**config.mk**
```make
export PLATFORM = sky130hd
export DESIGN_NAME = execute_cycle
export DESIGN_NICKNAME = d
export VERILOG_FILES = /design/src/rtl/execute_cycle_pkg.sv /design/src/rtl/execute_cycle_alu.sv /design/src/rtl/execute_cycle.sv
export SDC_FILE = /design/constraint.sdc
export NUM_CORES = 1
export LEC_CHECK = 0
export BUFFER_PORTS_ARGS = -buffer_cell sky130_fd_sc_hd__buf_4
export CAP_MARGIN = 0
export CORE_AREA = 2 2 189 154
export CTS_BUF_LIST = sky130_fd_sc_hd__clkbuf_8
export DETAILED_ROUTE_END_ITERATION = 10
export DIE_AREA = 0 0 191 156
export GPL_ROUTABILITY_DRIVEN = 0
export GPL_TIMING_DRIVEN = 0
export SLEW_MARGIN = 20
export SYNTH_ARGS = -nofsm -noshare
export SYNTH_HDL_FRONTEND = slang
export SYNTH_SLANG_ARGS = --single-unit
```
**constraint.sdc**
```tcl
create_clock -name clk -period 9.5 [get_ports clk]
set_input_delay 1.425 -clock clk [delete_from_list [all_inputs] [get_ports clk]]
set_output_delay 1.425 -clock clk [all_outputs]
set_load 0.01 [all_outputs]
```
**src/rtl/execute_cycle_pkg.sv**
```systemverilog
// Shared encodings and the EX/MEM payload for the execute stage.
package execute_cycle_pkg;

    localparam int unsigned XLEN = 32;
    localparam int unsigned REGW = 5;

    typedef enum logic [2:0] {
        ALU_ADD = 3'b000,
        ALU_SUB = 3'b001,
        ALU_AND = 3'b010,
        ALU_OR  = 3'b011,
        ALU_SLT = 3'b101
    } alu_op_e;

    typedef enum logic [1:0] {
        RES_ALU = 2'b00,
        RES_MEM = 2'b01,
        RES_PC4 = 2'b10
    } result_src_e;

    typedef enum logic [1:0] {
        FWD_REG = 2'b00,
        FWD_WB  = 2'b01,
        FWD_MEM = 2'b10
    } fwd_sel_e;

    typedef struct packed {
        logic            reg_write;
        logic            mem_write;
        logic [1:0]      result_src;
        logic [XLEN-1:0] alu_result;
        logic [XLEN-1:0] write_data;
        logic [XLEN-1:0] pc_plus4;
        logic [REGW-1:0] rd;
    } ex_mem_t;

    // Operand bypass select; the unused 11 code falls back to the register file value.
    function automatic logic [XLEN-1:0] fwd_mux(input logic [1:0]      sel,
                                                 input logic [XLEN-1:0] rf_v,
                                                 input logic [XLEN-1:0] wb_v,
                                                 input logic [XLEN-1:0] mem_v);
        case (sel)
            FWD_WB:  return wb_v;
            FWD_MEM: return mem_v;
            default: return rf_v;
        endcase
    endfunction

endpackage

```
**src/rtl/execute_cycle_alu.sv**
```systemverilog
// 32-bit ALU: add, sub, and, or, signed set-less-than; other codes yield 0.
module alu
    import execute_cycle_pkg::*;
(
    input  logic [XLEN-1:0] A,
    input  logic [XLEN-1:0] B,
    input  logic [2:0]      ALUControl,
    output logic [XLEN-1:0] Result,
    output logic            Zero
);

    always_comb begin
        Result = '0;
        case (ALUControl)
            ALU_ADD: Result = A + B;
            ALU_SUB: Result = A - B;
            ALU_AND: Result = A & B;
            ALU_OR:  Result = A | B;
            ALU_SLT: Result = XLEN'($signed(A) < $signed(B));
            default: Result = '0;
        endcase
    end

    assign Zero = (Result == '0);

endmodule

```
**src/rtl/execute_cycle.sv**
```systemverilog
// Execute stage: operand forwarding, ALU, branch resolution and the EX/MEM register.
module execute_cycle
    import execute_cycle_pkg::*;
(
    input  logic            clk,
    input  logic            rst,
    input  logic            RegWriteE,
    input  logic            MemWriteE,
    input  logic            JumpE,
    input  logic            BranchE,
    input  logic            ALUSrcE,
    input  logic [1:0]      ResultSrcE,
    input  logic [2:0]      ALUControlE,
    input  logic [31:0]     RD1_E,
    input  logic [31:0]     RD2_E,
    input  logic [31:0]     Imm_Ext_E,
    input  logic [31:0]     PCE,
    input  logic [31:0]     PCPlus4E,
    input  logic [4:0]      RD_E,
    input  logic [1:0]      ForwardA_E,
    input  logic [1:0]      ForwardB_E,
    input  logic [31:0]     ResultW,
    output logic            PCSrcE,
    output logic [31:0]     PCTargetE,
    output logic            RegWriteM,
    output logic            MemWriteM,
    output logic [1:0]      ResultSrcM,
    output logic [31:0]     ALUResultM,
    output logic [31:0]     WriteDataM,
    output logic [31:0]     PCPlus4M,
    output logic [4:0]      RD_M
);

    logic [XLEN-1:0] src_a;
    logic [XLEN-1:0] fwd_b;
    logic [XLEN-1:0] src_b;
    logic [XLEN-1:0] alu_result;
    logic            zero;
    ex_mem_t         m_d;
    ex_mem_t         m_q;

    // MEM-stage bypass uses the value currently held in the EX/MEM register.
    assign src_a = fwd_mux(ForwardA_E, RD1_E, ResultW, m_q.alu_result);
    assign fwd_b = fwd_mux(ForwardB_E, RD2_E, ResultW, m_q.alu_result);
    assign src_b = ALUSrcE ? Imm_Ext_E : fwd_b;

    alu u_alu (
        .A          (src_a),
        .B          (src_b),
        .ALUControl (ALUControlE),
        .Result     (alu_result),
        .Zero       (zero)
    );

    assign PCTargetE = PCE + Imm_Ext_E;
    assign PCSrcE    = (BranchE & zero) | JumpE;

    // Store data is the forwarded rs2 value, not the immediate-muxed operand.
    always_comb begin
        m_d            = '0;
        m_d.reg_write  = RegWriteE;
        m_d.mem_write  = MemWriteE;
        m_d.result_src = ResultSrcE;
        m_d.alu_result = alu_result;
        m_d.write_data = fwd_b;
        m_d.pc_plus4   = PCPlus4E;
        m_d.rd         = RD_E;
    end

    always_ff @(posedge clk or negedge rst) begin
        if (!rst) begin
            m_q <= '0;
        end else begin
            m_q <= m_d;
        end
    end

    assign RegWriteM  = m_q.reg_write;
    assign MemWriteM  = m_q.mem_write;
    assign ResultSrcM = m_q.result_src;
    assign ALUResultM = m_q.alu_result;
    assign WriteDataM = m_q.write_data;
    assign PCPlus4M   = m_q.pc_plus4;
    assign RD_M       = m_q.rd;

endmodule
```
==> metrics <==
status finished, final reports clean; CP Launch Point ForwardA_E[0]; Synth top area share 23.9%; P_leak 7.07 nW; register area share after synthesis 23.9%; fin util 51.3%; number of global-route vias before repair 11700; CTS tree yes; Clock Power Share 15.9%; YS warnings 0; Worst Hold Launch ALUResultM[22]$_DFF_PN0_; non-filler cells, final 2166; PortBufs 347; Hold Path Class reg -> reg; clock tree root driver cell clkbuf_8; Vias 12200; fraction of layout cells with a size suffix above 1 22.9%; WL met1 20.8 mm; Area Growth Syn to Fin 29.9%; I/O pin cnt 351; die area 29800 µm²; switching pwr 849 µW; Main synth FF type dfrtp_1; Tmin final 9.24 ns; clk_lat worst skew 0.45 ns; Clock transition at path regs 0.12 ns; Final setup viols 0; leading area contributor after synthesis dfrtp_1; H-tree depth 3; largest net degree at the start of global routing 62; met3 wire length 4.24 mm; initial antenna violation count 0; Core Area 27900 µm²; Clock Skew 0.0277 ns; top cells by count, synth inv_1, ha_1, nor2_1; sw frac 45.4%; setup TNS 0 ns; Hold Violations, Final 0; # hold bufs at CTS 0; Hold Worst Slack 0.687 ns; post-synthesis cell type count 83; Slew headroom 20.7%; share of the cycle needed by the critical path after routing 97.2%; Post-Route WL 45.7 mm; DRC viols 0; Die Span X 191 µm; count of pins over their slew limit 0; Num CTS Buffers 9; synthesized instance count 1434; Int Power 1.02 mW; worst-margin pin slew 1.17 ns; # Max-Cap Violations 0; Die H 156 µm; violation count after the first detailed-route iteration 1048; Async S/R FF share, synth 100%; CP required 8.08 ns; worst reg2reg startpoint ALUResultM[0]$_DFF_PN0_; Mapped Avg Cell Area 7.67 µm²; VDD IR-drop max 0.0832 mV; vias per inst 5.62; cell with the most instances after synthesis inv_1; antenna diode count 0; number of fillers in the final layout 2838; PwrDens 131 nW/µm²; met2 WL 19.4 mm; first-pass GRT wire length 68.0 mm; Detailed Place HPWL 36.3 mm; CP max FO 10; Routed WL per cell 21.1 µm; type of the worst setup path in -> out; Tot GR Track Use 29.9%; top post-synthesis cells by area dfrtp_1, ha_1, o21ai_0; antenna-violating nets left 0; Fmax 108 MHz; Worst EP arrival 7.81 ns; Nets 2151; TritonCTS sink count 105; GRT Residual Overflow 0; Net Count, Synth 1794; RSZ-0062 raised after global routing no; critical path startpoint category primary input; synthesized flop and latch total 105; initial core utilization 39.5%; area of the mapped netlist 11000 µm²; Comb pwr share 56.3%; Critical Path Sink Type primary output; clock tree buffer depth 2; Post-synth EDFFs 0; DR pass1 iterations 6; highest metal used met4; Post-CTS Setup Inserts 0; dpl cells 2152; register share of total power 27.8%; # rows 55
-- worst paths after layout --
| kind | cells after the start | slack (ns) | endpoint |
|---|---|---|---|
| setup / recovery | 21 | 0.26 | PCSrcE |
| hold / removal | 4 | 0.69 | WriteDataM[22]$_DFF_PN0_ |
| setup reg to reg | 16 | 4.64 | ALUResultM[28]$_DFF_PN0_ |
| hold reg to reg | 4 | 0.69 | WriteDataM[22]$_DFF_PN0_ |
| max in group asynchronous | 2 | 7.89 | PCPlus4M[15]$_DFF_PN0_ |
| min in group asynchronous | 1 | 0.91 | PCPlus4M[0]$_DFF_PN0_ |
-- timing repair --
item | CTS | global route
endpoints found under the setup margin | 1 | 1
gates resized for setup | 1 | 14
endpoints found under the hold margin | 0 | 0
-- layout make-up --
type                    instances  area [µm²]  share of cell area, %
flip-flops and latches        105        2630                   18.4
inverters                     150         563                   3.94
clock buffers                   9         124                  0.867
repair buffers                348        2640                   18.4
multi-input cells            1099        7490                   52.4
plain buffers                  78         320                   2.24
clock inverters                 7        66.3                  0.464
well taps                     370         463                   3.24
-- power by group through the flow --
stage / sequential [mW] / combinational (mW) / clock (mW)
after floorplan: 0.545 / 0.602 / 0
after global placement: 0.529 / 1.02 / 0
after detailed placement: 0.529 / 1.03 / 0
after CTS: 0.521 / 1.04 / 0.303
after global routing: 0.526 / 1.15 / 0.323
final: 0.521 / 1.05 / 0.297
-- cells by family after synthesis --
family	count (synthesis)	synth area share [%]
compound gates	503	29.9
simple gates	393	16.5
buf+inv	230	8.01
fa+ha+maj	147	16.9
flops	105	23.9
xor+xnor	46	3.66
mux	10	1.06
-- cell usage in the layout, fill, tap and decap left out, drive strengths merged, types with 10 or more instances in the layout --
| cell type | instances |
|---|---|
| buf | 366 |
| inv | 153 |
| ha | 144 |
| nor2 | 132 |
| o21ai | 132 |
| nand2 | 125 |
| a21oi | 118 |
| dfrtp | 105 |
| clkbuf | 69 |
| a22oi | 66 |
| xnor2 | 34 |
| nor3 | 27 |
| a21o | 25 |
| nand3 | 20 |
| nor2b | 19 |
| o21a | 18 |
| o211ai | 16 |
| a211oi | 16 |
| o22ai | 14 |
| xor2 | 12 |
| nand2b | 10 |
-- layer usage --
layer,GRT usage (%),vias up
met5,0,-
met4,9.30,0
met3,6.03,66
met2,45.8,599
met1,41.9,5699
li1,-,5806
-- flip-flops by register name, summed over array words and instances, names as in the netlist --
name / cells
ALUResultM: 32
MemWriteM: 1
PCPlus4M: 32
RD_M: 5
RegWriteM: 1
ResultSrcM: 2
WriteDataM: 32
-- worst max-delay path, stage by stage --
cell	delay, ns
buf_4	0.12
inv_1	0.05
ha_1	0.30
clkbuf_1	0.52
a22oi_1	0.18
o21ai_0	0.42
ha_1	0.25
inv_1	0.08
fa_1	0.47
nand2b_1	0.19
a211oi_1	0.38
o41ai_1	0.18
a21oi_1	0.24
o21a_1	0.14
o32ai_1	0.13
or4_1	0.57
or4b_1	0.54
or4_1	0.55
or4b_1	0.61
o41ai_2	0.27
buf_4	0.18
-- per-stage QoR --
| stage | setup slack [ns] | instance area (µm²) | total power [mW] |
|---|---|---|---|
| finish | 0.262 | 14300 | 1.87 |
| global route | 0.000187 | 14300 | 2.00 |
| CTS | 0.0231 | 14300 | 1.86 |
| detailed placement | 0.0105 | 14100 | 1.56 |
| global placement | 0.0283 | 14100 | 1.55 |
| floorplan | 1.64 | 11000 | 1.15 |
(Power assumes the default switching activity.)
